==> config.mk <==
export PLATFORM = sky130hd
export DESIGN_NAME = mem_arbiter
export DESIGN_NICKNAME = d
export VERILOG_FILES = /design/src/rtl/mem_arbiter_pkg.sv /design/src/rtl/mem_arbiter_streak_counter.sv /design/src/rtl/mem_arbiter.sv
export SDC_FILE = /design/constraint.sdc
export NUM_CORES = 1
export LEC_CHECK = 0
export ABC_AREA = 1
export ABC_CLOCK_PERIOD_IN_PS = 1500
export CORE_MARGIN = 8
export CORE_UTILIZATION = 34
export CTS_BUF_LIST = sky130_fd_sc_hd__clkbuf_16
export DETAILED_ROUTE_END_ITERATION = 10
export PLACE_DENSITY = 0.73
export SLEW_MARGIN = 0
export SYNTH_ARGS = -nofsm -noshare
export SYNTH_HDL_FRONTEND = slang
export SYNTH_SLANG_ARGS = --single-unit
export TNS_END_PERCENT = 50
==> constraint.sdc <==
create_clock -name clk -period 1.5 [get_ports clk]
set_clock_uncertainty 0.05 [all_clocks]
set_input_delay 0.15 -clock clk [delete_from_list [all_inputs] [get_ports clk]]
set_output_delay 0.15 -clock clk [all_outputs]
set_load 0.01 [all_outputs]
==> src/rtl/mem_arbiter_pkg.sv <==
// Shared encodings for the unified-memory arbiter: FSM states and port ownership.
package mem_arbiter_pkg;

    typedef enum logic [1:0] {
        IDLE   = 2'b00,
        BUSY_I = 2'b01,
        BUSY_D = 2'b10
    } arb_state_e;

    localparam logic OWN_I = 1'b0;
    localparam logic OWN_D = 1'b1;

endpackage

==> src/rtl/mem_arbiter_streak_counter.sv <==
// Saturating count of consecutive D grants taken while a fetch was waiting.
module arb_streak_counter #(
    parameter int D_STREAK_MAX = 4
) (
    input  logic clk,
    input  logic rst,
    input  logic inc_i,
    input  logic clr_i,
    output logic sat_o
);

    localparam int CNT_W = $clog2(D_STREAK_MAX + 1);
    localparam logic [CNT_W-1:0] CNT_MAX = CNT_W'(D_STREAK_MAX);

    logic [CNT_W-1:0] cnt_q;
    logic [CNT_W-1:0] cnt_d;

    assign sat_o = (cnt_q == CNT_MAX);

    always_comb begin
        cnt_d = cnt_q;
        if (clr_i) begin
            cnt_d = '0;
        end else if (inc_i && !sat_o) begin
            cnt_d = cnt_q + CNT_W'(1);
        end
    end

    always_ff @(posedge clk) begin
        if (rst) begin
            cnt_q <= '0;
        end else begin
            cnt_q <= cnt_d;
        end
    end

endmodule

==> src/rtl/mem_arbiter.sv <==
// Arbitrates a single-ported multi-cycle memory between instruction fetch (I)
// and the memory stage (D); one access in flight, per-port done/stall.
//
// state  | meaning
// IDLE   | no access in flight; issue winner combinationally this cycle
// BUSY_I | fetch in flight; a flush marks it killed so its data is dropped
// BUSY_D | load/store in flight; done passes straight through from memory
module mem_arbiter
    import mem_arbiter_pkg::*;
#(
    parameter int ADDR_W       = 16,
    parameter int DATA_W       = 16,
    parameter int D_STREAK_MAX = 4
) (
    input  logic              clk,
    input  logic              rst,
    input  logic              i_req,
    input  logic [ADDR_W-1:0] i_addr,
    input  logic              i_flush,
    output logic              i_done,
    output logic [DATA_W-1:0] i_rdata,
    output logic              i_stall,
    input  logic              d_req,
    input  logic              d_wr,
    input  logic [ADDR_W-1:0] d_addr,
    input  logic [DATA_W-1:0] d_wdata,
    output logic              d_done,
    output logic [DATA_W-1:0] d_rdata,
    output logic              d_stall,
    output logic              mem_en,
    output logic              mem_wr,
    output logic [ADDR_W-1:0] mem_addr,
    output logic [DATA_W-1:0] mem_wdata,
    input  logic [DATA_W-1:0] mem_rdata,
    input  logic              mem_done
);

    arb_state_e        state_q, state_d;
    logic              kill_q, kill_d;
    logic [ADDR_W-1:0] addr_q;
    logic              wr_q;
    logic [DATA_W-1:0] wdata_q;

    logic              i_live;
    logic              owner;
    logic              streak_sat;
    logic              streak_inc;
    logic              streak_clr;
    logic [ADDR_W-1:0] win_addr;
    logic              win_wr;
    logic [DATA_W-1:0] win_wdata;

    // A fetch being squashed this very cycle must not be issued or win arbitration.
    assign i_live = i_req & ~i_flush;
    assign owner  = (d_req && !(i_live && streak_sat)) ? OWN_D : OWN_I;

    assign win_addr  = (owner == OWN_D) ? d_addr : i_addr;
    assign win_wr    = (owner == OWN_D) & d_wr;
    assign win_wdata = (owner == OWN_D) ? d_wdata : '0;

    always_comb begin
        state_d    = state_q;
        kill_d     = kill_q;
        mem_en     = 1'b0;
        i_done     = 1'b0;
        d_done     = 1'b0;
        streak_inc = 1'b0;
        streak_clr = 1'b0;
        case (state_q)
            IDLE: begin
                kill_d = 1'b0;
                if (i_live || d_req) begin
                    mem_en = 1'b1;
                    if (owner == OWN_D) begin
                        state_d    = BUSY_D;
                        streak_inc = i_req;
                        streak_clr = ~i_req;
                    end else begin
                        state_d    = BUSY_I;
                        streak_clr = 1'b1;
                    end
                end
            end
            BUSY_I: begin
                if (i_flush) begin
                    kill_d = 1'b1;
                end
                if (mem_done) begin
                    i_done  = ~kill_q & ~i_flush;
                    kill_d  = 1'b0;
                    state_d = IDLE;
                end
            end
            BUSY_D: begin
                if (mem_done) begin
                    d_done  = 1'b1;
                    state_d = IDLE;
                end
            end
            default: state_d = IDLE;
        endcase
    end

    // Outside an issue cycle the bus shows the last issued access (don't-care to memory).
    assign mem_addr  = mem_en ? win_addr  : addr_q;
    assign mem_wr    = mem_en ? win_wr    : wr_q;
    assign mem_wdata = mem_en ? win_wdata : wdata_q;

    assign i_rdata = i_done ? mem_rdata : '0;
    assign d_rdata = d_done ? mem_rdata : '0;
    assign i_stall = i_req & ~i_done;
    assign d_stall = d_req & ~d_done;

    always_ff @(posedge clk) begin
        if (rst) begin
            state_q <= IDLE;
            kill_q  <= 1'b0;
            addr_q  <= '0;
            wr_q    <= 1'b0;
            wdata_q <= '0;
        end else begin
            state_q <= state_d;
            kill_q  <= kill_d;
            if (mem_en) begin
                addr_q  <= win_addr;
                wr_q    <= win_wr;
                wdata_q <= win_wdata;
            end
        end
    end

    arb_streak_counter #(
        .D_STREAK_MAX(D_STREAK_MAX)
    ) u_streak (
        .clk   (clk),
        .rst   (rst),
        .inc_i (streak_inc),
        .clr_i (streak_clr),
        .sat_o (streak_sat)
    );

endmodule

== Yosys cells after proc, flatten, opt, wreduce, memory -nomap -nowiden ==
Index checks and enable logic that the tools add are counted.
Storage, ports and cells
  register bits after elaboration: 39
  bits in latches: 0
  RAM bits: 0
  memory bits (read-only): 0
  input port bits: 71
  output and inout bits: 70
  word-level logic and storage cells: 62
  memories kept: 0
Cells by class
  add/sub/neg operators: 1
  $mul: 0
  div/mod/pow operators: 0
  magnitude comparators: 0
  equality and inequality tests: 6
  shift-type cells: 0
  multiplexer cells: 27
  bitwise gates (word level): 10
  reduce and logical (&&, ||, !) cells: 12
Operator list (count)
  $mux W16: 6
  $mux W1: 16
  $mux W2: 3
  $and A1 B1 Y1: 5
  $not A1 Y1: 5
  $pmux W2 S2: 1
  $reduce_and A2 Y1: 2
  $reduce_or A2 Y1: 2
  $add A3 B1 Y3 const B: 1
  $eq A3 B3 Y1 const B: 1
  $logic_and A1 B1 Y1: 3
  $ne A3 B3 Y1 const B: 1
  $eq A2 B1 Y1 const B: 1
  $eq A2 B2 Y1 const B: 1
  $logic_not A1 Y1: 2
  $logic_not A2 Y1: 1
  $ne A2 B1 Y1 const B: 1
  $ne A2 B2 Y1 const B: 1
  $pmux W1 S2: 1
  $reduce_bool A2 Y1: 1
  $logic_or A1 B1 Y1: 1

== Depth between registers and ports, before layout ==
  word-level depth: 10
  gate-level depth with buffers: 12
  depth with buffers taken out: 11

== Modules after synthesis ==
From an unflattened synthesis, not the netlist that was laid out.
Unflattened totals
  cell total of the unflattened synthesis: 363
  area total of the unflattened synthesis: 2356.0 µm²
By module, submodules not included
  mem_arbiter: times used 1, cells each 336, area each 2180.8 µm², sequential area each 720.7 µm²
  arb_streak_counter: times used 1, cells each 27, area each 175.2 µm², sequential area each 60.1 µm²

== Worst setup path before layout ==
Ideal clock, no wire load.
  path type: register to output
  from: reg state_q[0]
  to: out mem_addr[3]
  arrival: 1358 ps
  required time: 1300 ps
  setup slack: -58 ps
  stages on the path, launching flop included: 9
  path buffers: 1
  path through: dfxtp_1 -> inv_1 -> ha_1 -> inv_2 -> a21oi_4 -> clkbuf_2 -> or2_2 -> nand2_1 -> inv_1
On the way
  word-level cells in the longest chain between the ends: 3
Ends and longest elaborated chain
  start: declaration: line mem_arbiter.sv:38  | arb_state_e state_q, state_d;
  start signal: assignment: line mem_arbiter.sv:122  | state_q <= state_d;
  $logic_not A2 Y1: line mem_arbiter.sv:69  | case (state_q)
  $mux W1: line mem_arbiter.sv:69
  $mux W16
  end: declaration: line mem_arbiter.sv:32  | output logic [ADDR_W-1:0] mem_addr,
No other way between the ends.

== Worst setup path in the final report ==
  from: reg u_streak.cnt_q[1]
  to: out mem_wdata[1]
On the way
  word-level cells in the longest chain between the ends: 7
Ends and longest elaborated chain
  start: declaration: line mem_arbiter_streak_counter.sv:15  | logic [CNT_W-1:0] cnt_q;
  start signal: assignment: line mem_arbiter_streak_counter.sv:33  | cnt_q <= cnt_d;
  $eq A3 B3 Y1: line mem_arbiter_streak_counter.sv:18  | assign sat_o = (cnt_q == CNT_MAX);
  $logic_and A1 B1 Y1: line mem_arbiter.sv:55  | assign owner = (d_req && !(i_live && streak_sat)) ? OWN_D : OWN_I;
  $logic_not A1 Y1: line mem_arbiter.sv:55
  $logic_and A1 B1 Y1: line mem_arbiter.sv:55
  $mux W1: line mem_arbiter.sv:55
  $mux W16: line mem_arbiter.sv:59  | assign win_wdata = (owner == OWN_D) ? d_wdata : '0;
  $mux W16
  end: declaration: line mem_arbiter.sv:33  | output logic [DATA_W-1:0] mem_wdata,
No other way between the ends.

==> run_results.csv <==
group,metric,value,unit
setup_path,cpMaxStageDelayCell,"dfxtp_2",
route,drtPass1Iterations,4,
sta,slew_headroom,0.817,
sta,min_period_over_period,1.35,
floorplan,ios,141,
cts,cts-htree-levels,2,
sta,max_freq,494,MHz
setup_path,cp.arrival,1.82,ns
sta,rsz0062_at_grt,"yes",
route,first_iter_violations,112,
finish,final_area,5220,sq um
synthesis,synthSimpleGateAreaFrac,0.436,
synthesis,synth.yosys.warnings,0,
route,vias,3241,
finish,fillers,424,
synthesis,synth_compound_area_frac,0.0590,
global_routing,antenna_found_initial,0,
synthesis,synth_area_leaders,"dfxtp_1 34%, nand2_1 14%, inv_1 8.3%, nor2_1 7.6%, nand3_1 6.5%",
sta,hold_viol_final,0,
cts,clockBufferDepth,2,
setup_path,max_stage_delay,0.33,ns
synthesis,yosys.area.top_type,"dfxtp_1",
setup_path,r2r-start,"u_streak.cnt_q[1]$_SDFFE_PP0P_",
finish,drive_above_1_share,0.588,
synthesis,synth-edff-count,0,
setup_path,cp_cell_sequence,"inv_2 > ha_4 > nand2_2 > inv_2 > nand2_4 > nand2_4 > nor2_4 > buf_6 > buf_12 > buf_12 > nand2_4 > nand2_2 > buf_6",
setup_path,path_class,"reg2out",
floorplan,die-area,9700,sq um
synthesis,synth-seq-area-share,0.337,
synthesis,synthCells,354,
cts,clockRootBuffer,"clkbuf_16",
place,dpl_worst_slack,-0.702,ns
power_and_ir_drop,combPwrFrac,0.501,
finish,final_common_cell,"clkdlybuf4s50_1",
min_path,hp-start,"wr_q$_SDFF_PP0_",
route,drtAntennaViolNets,0,
sta,setup_violations,102,
cts,clock_latency,0.28,ns
sta,fin_hold_ws,0.423,ns
cts,cts_hold_buffers,0,
cts,cts_buffers,5,
cts,numClockSinks,39,
setup_path,crit_path_end_kind,"primary output",
global_routing,grt_pass1_vias,3444,
power_and_ir_drop,p_clk_frac,0.235,
synthesis,synth_seq_cells,39,
synthesis,syn_nets,430,
floorplan,start_util,0.346,
sta,slew_viol_final,0,
synthesis,synth-xor-area-share,0.00379,
synthesis,netlist_area,2310,sq um
min_path,worstHoldPathCells,2,
finish,diodes,0,
sta,final.setup.tns,-23.64,ns
cts,clk_pin_slew_worst_paths,0.06,ns
synthesis,synth_top_family_by_area,"simple AND/OR/NAND/NOR gates",
power_and_ir_drop,power.internal,2.95,mW
finish,final_cell_mix,"69 x clkdlybuf4s50_1, 63 x buf_4, 51 x buf_6",
finish,synthToLayoutAreaGrowth,126,%
job,maxCapViolCount,0,
floorplan,fp.dieW,98.5,um
route,drc,0,
status,violations,"negative setup slack",
synthesis,post_synth_num_cell_types,27,
setup_path,crit_fanout,5,
power_and_ir_drop,cellPowerDensity,847,nW/um^2
power_and_ir_drop,p_leak,2.69,nW
global_routing,grt-ovfl-total,0,
power_and_ir_drop,p_sw_frac,0.333,
route,routed_wl,11400,um
global_routing,grt_max_degree,26,
power_and_ir_drop,vdd_ir_drop_max,0.883,mV
sta,setup_ws,-0.523,ns
place,dpl-instance-area,4270,sq um
floorplan,rows,30,
route,wl_per_cell,17.1,um
finish,fin_util,0.781,
setup_path,critPathRequiredTime,1.30,ns
synthesis,synthFlopType,"dfxtp_1",
power_and_ir_drop,p_switching,1.47,mW
setup_path,worst-r2r-cell-count,14,
setup_path,r2r_setup_slack,-0.39,ns
synthesis,muxShareOfSynthArea,0,
synthesis,synth_top_area_share,0.337,
finish,layout.nets,660,
floorplan,die_h,98.5,um
place,port_buffers,140,
min_path,min_path_type,"reg2reg",
sta,period_minus_slack,2.02,ns
cts,cts_tree,"built",
power_and_ir_drop,p_seq_frac,0.264,
floorplan,fp.coreArea,6680,sq um
synthesis,syn_avg_cell_area,6.54,sq um
place,hpwl,6770,um
synthesis,async_flop_share,0,
status,outcome,"finished with violations",
sta,tightest_slew,0.273,ns
setup_path,startpoint_type,"flip-flop",
global_routing,track_usage,0.205,
setup_path,worst_r2r_endpoint,"wdata_q[10]$_SDFF_PP0_",
setup_path,cp_common_cell,"nand2_4",
route,avgViaCountPerCell,4.87,
min_path,holdPathEnd,"wr_q$_SDFF_PP0_",
global_routing,grt_pass1_wl,16300,um
place,place_congestion,0.823,
synthesis,synthAdderAreaFrac,0.0270,
[sequential cells by signal, summed over array words and instances (netlist names)]
register and count:
state_q 2, wr_q 1, wdata_q 16, kill_q 1
addr_q 16, u_streak.cnt_q 3
[worst max-delay path, delay by kind of cell (launching register included)]
family,cells,cell delay (ns)
simple gates,6,0.48
flops,1,0.33
buf+inv,6,0.56
fa+ha+maj,1,0.15
[worst max-delay path by stage]
stage | start | to | slack [ns] | cells past startpoint
after floorplan | u_streak.cnt_q[0]$_SDFFE_PP0P_ | mem_addr[10] | 0.0003 | 12
after global placement | i_flush | mem_addr[2] | -0.66 | 9
after detailed placement | i_flush | mem_addr[3] | -0.70 | 9
after CTS | u_streak.cnt_q[1]$_SDFFE_PP0P_ | mem_wdata[0] | -0.47 | 13
after global routing | u_streak.cnt_q[1]$_SDFFE_PP0P_ | mem_wdata[12] | -0.60 | 12
final | u_streak.cnt_q[1]$_SDFFE_PP0P_ | mem_wdata[1] | -0.52 | 13
[routing by layer]
| layer | up-vias | share of wire | track usage |
|---|---|---|---|
| li1 | 1527 | - | - |
| met1 | 1516 | 0.37 | 0.200 |
| met2 | 156 | 0.51 | 0.382 |
| met3 | 42 | 0.066 | 0.0599 |
| met4 | 0 | 0.047 | 0.110 |
| met5 | - | 0 | 0 |
[power groups by stage]
stage	logic (mW)	registers, mW	clock network, mW
2_1_floorplan	0.674	1.18	0
3_3_place_gp	1.54	1.18	0
3_5_place_dp	1.57	1.18	0
4_1_cts	1.96	1.16	1.03
5_1_grt	2.35	1.18	1.08
6_report	2.22	1.17	1.04
[through the flow]
step	total power, mW	std cells
floorplan	1.85	354
global placement	2.72	621
detailed placement	2.75	621
CTS	4.15	660
global route	4.61	665
finish	4.42	665
[kinds of logic after synthesis]
| kind of cell | Yosys count |
|---|---|
| flops | 39 |
| xor+xnor | 1 |
| compound gates | 25 |
| buf+inv | 71 |
| fa+ha+maj | 5 |
| simple gates | 213 |
[Yosys cell counts (2+ instances only)]
master / count
ha_1: 5
nand2_2: 15
buf_2: 2
nand2_1: 85
nand3_2: 8
inv_2: 4
or2_1: 7
clkbuf_1: 7
inv_1: 51
nor2_2: 8
nand4_1: 2
buf_4: 3
a21oi_1: 21
nand2_4: 2
dfxtp_1: 39
nand3_1: 30
or2_2: 7
o21ai_0: 3
nor2_1: 47
[cell type report]
class,instances,area [sq um],area share
well taps,80,100,0.0192
clock inverters,3,16.3,0.00312
multi-input cells,244,1740,0.334
inverters,55,209,0.0400
flip-flops and latches,39,786,0.150
repair buffers,239,2240,0.429
clock buffers,5,125,0.0240
[repair_timing]
item / 4_1_cts / 5_1_grt
gates cloned: 6 / 0
endpoints found under the setup margin: 98 / 106
pin swaps: 25 / 28
buffers inserted: 26 / 13
gates resized for setup: 404 / 90
Power figures use the tool's default switching activity.
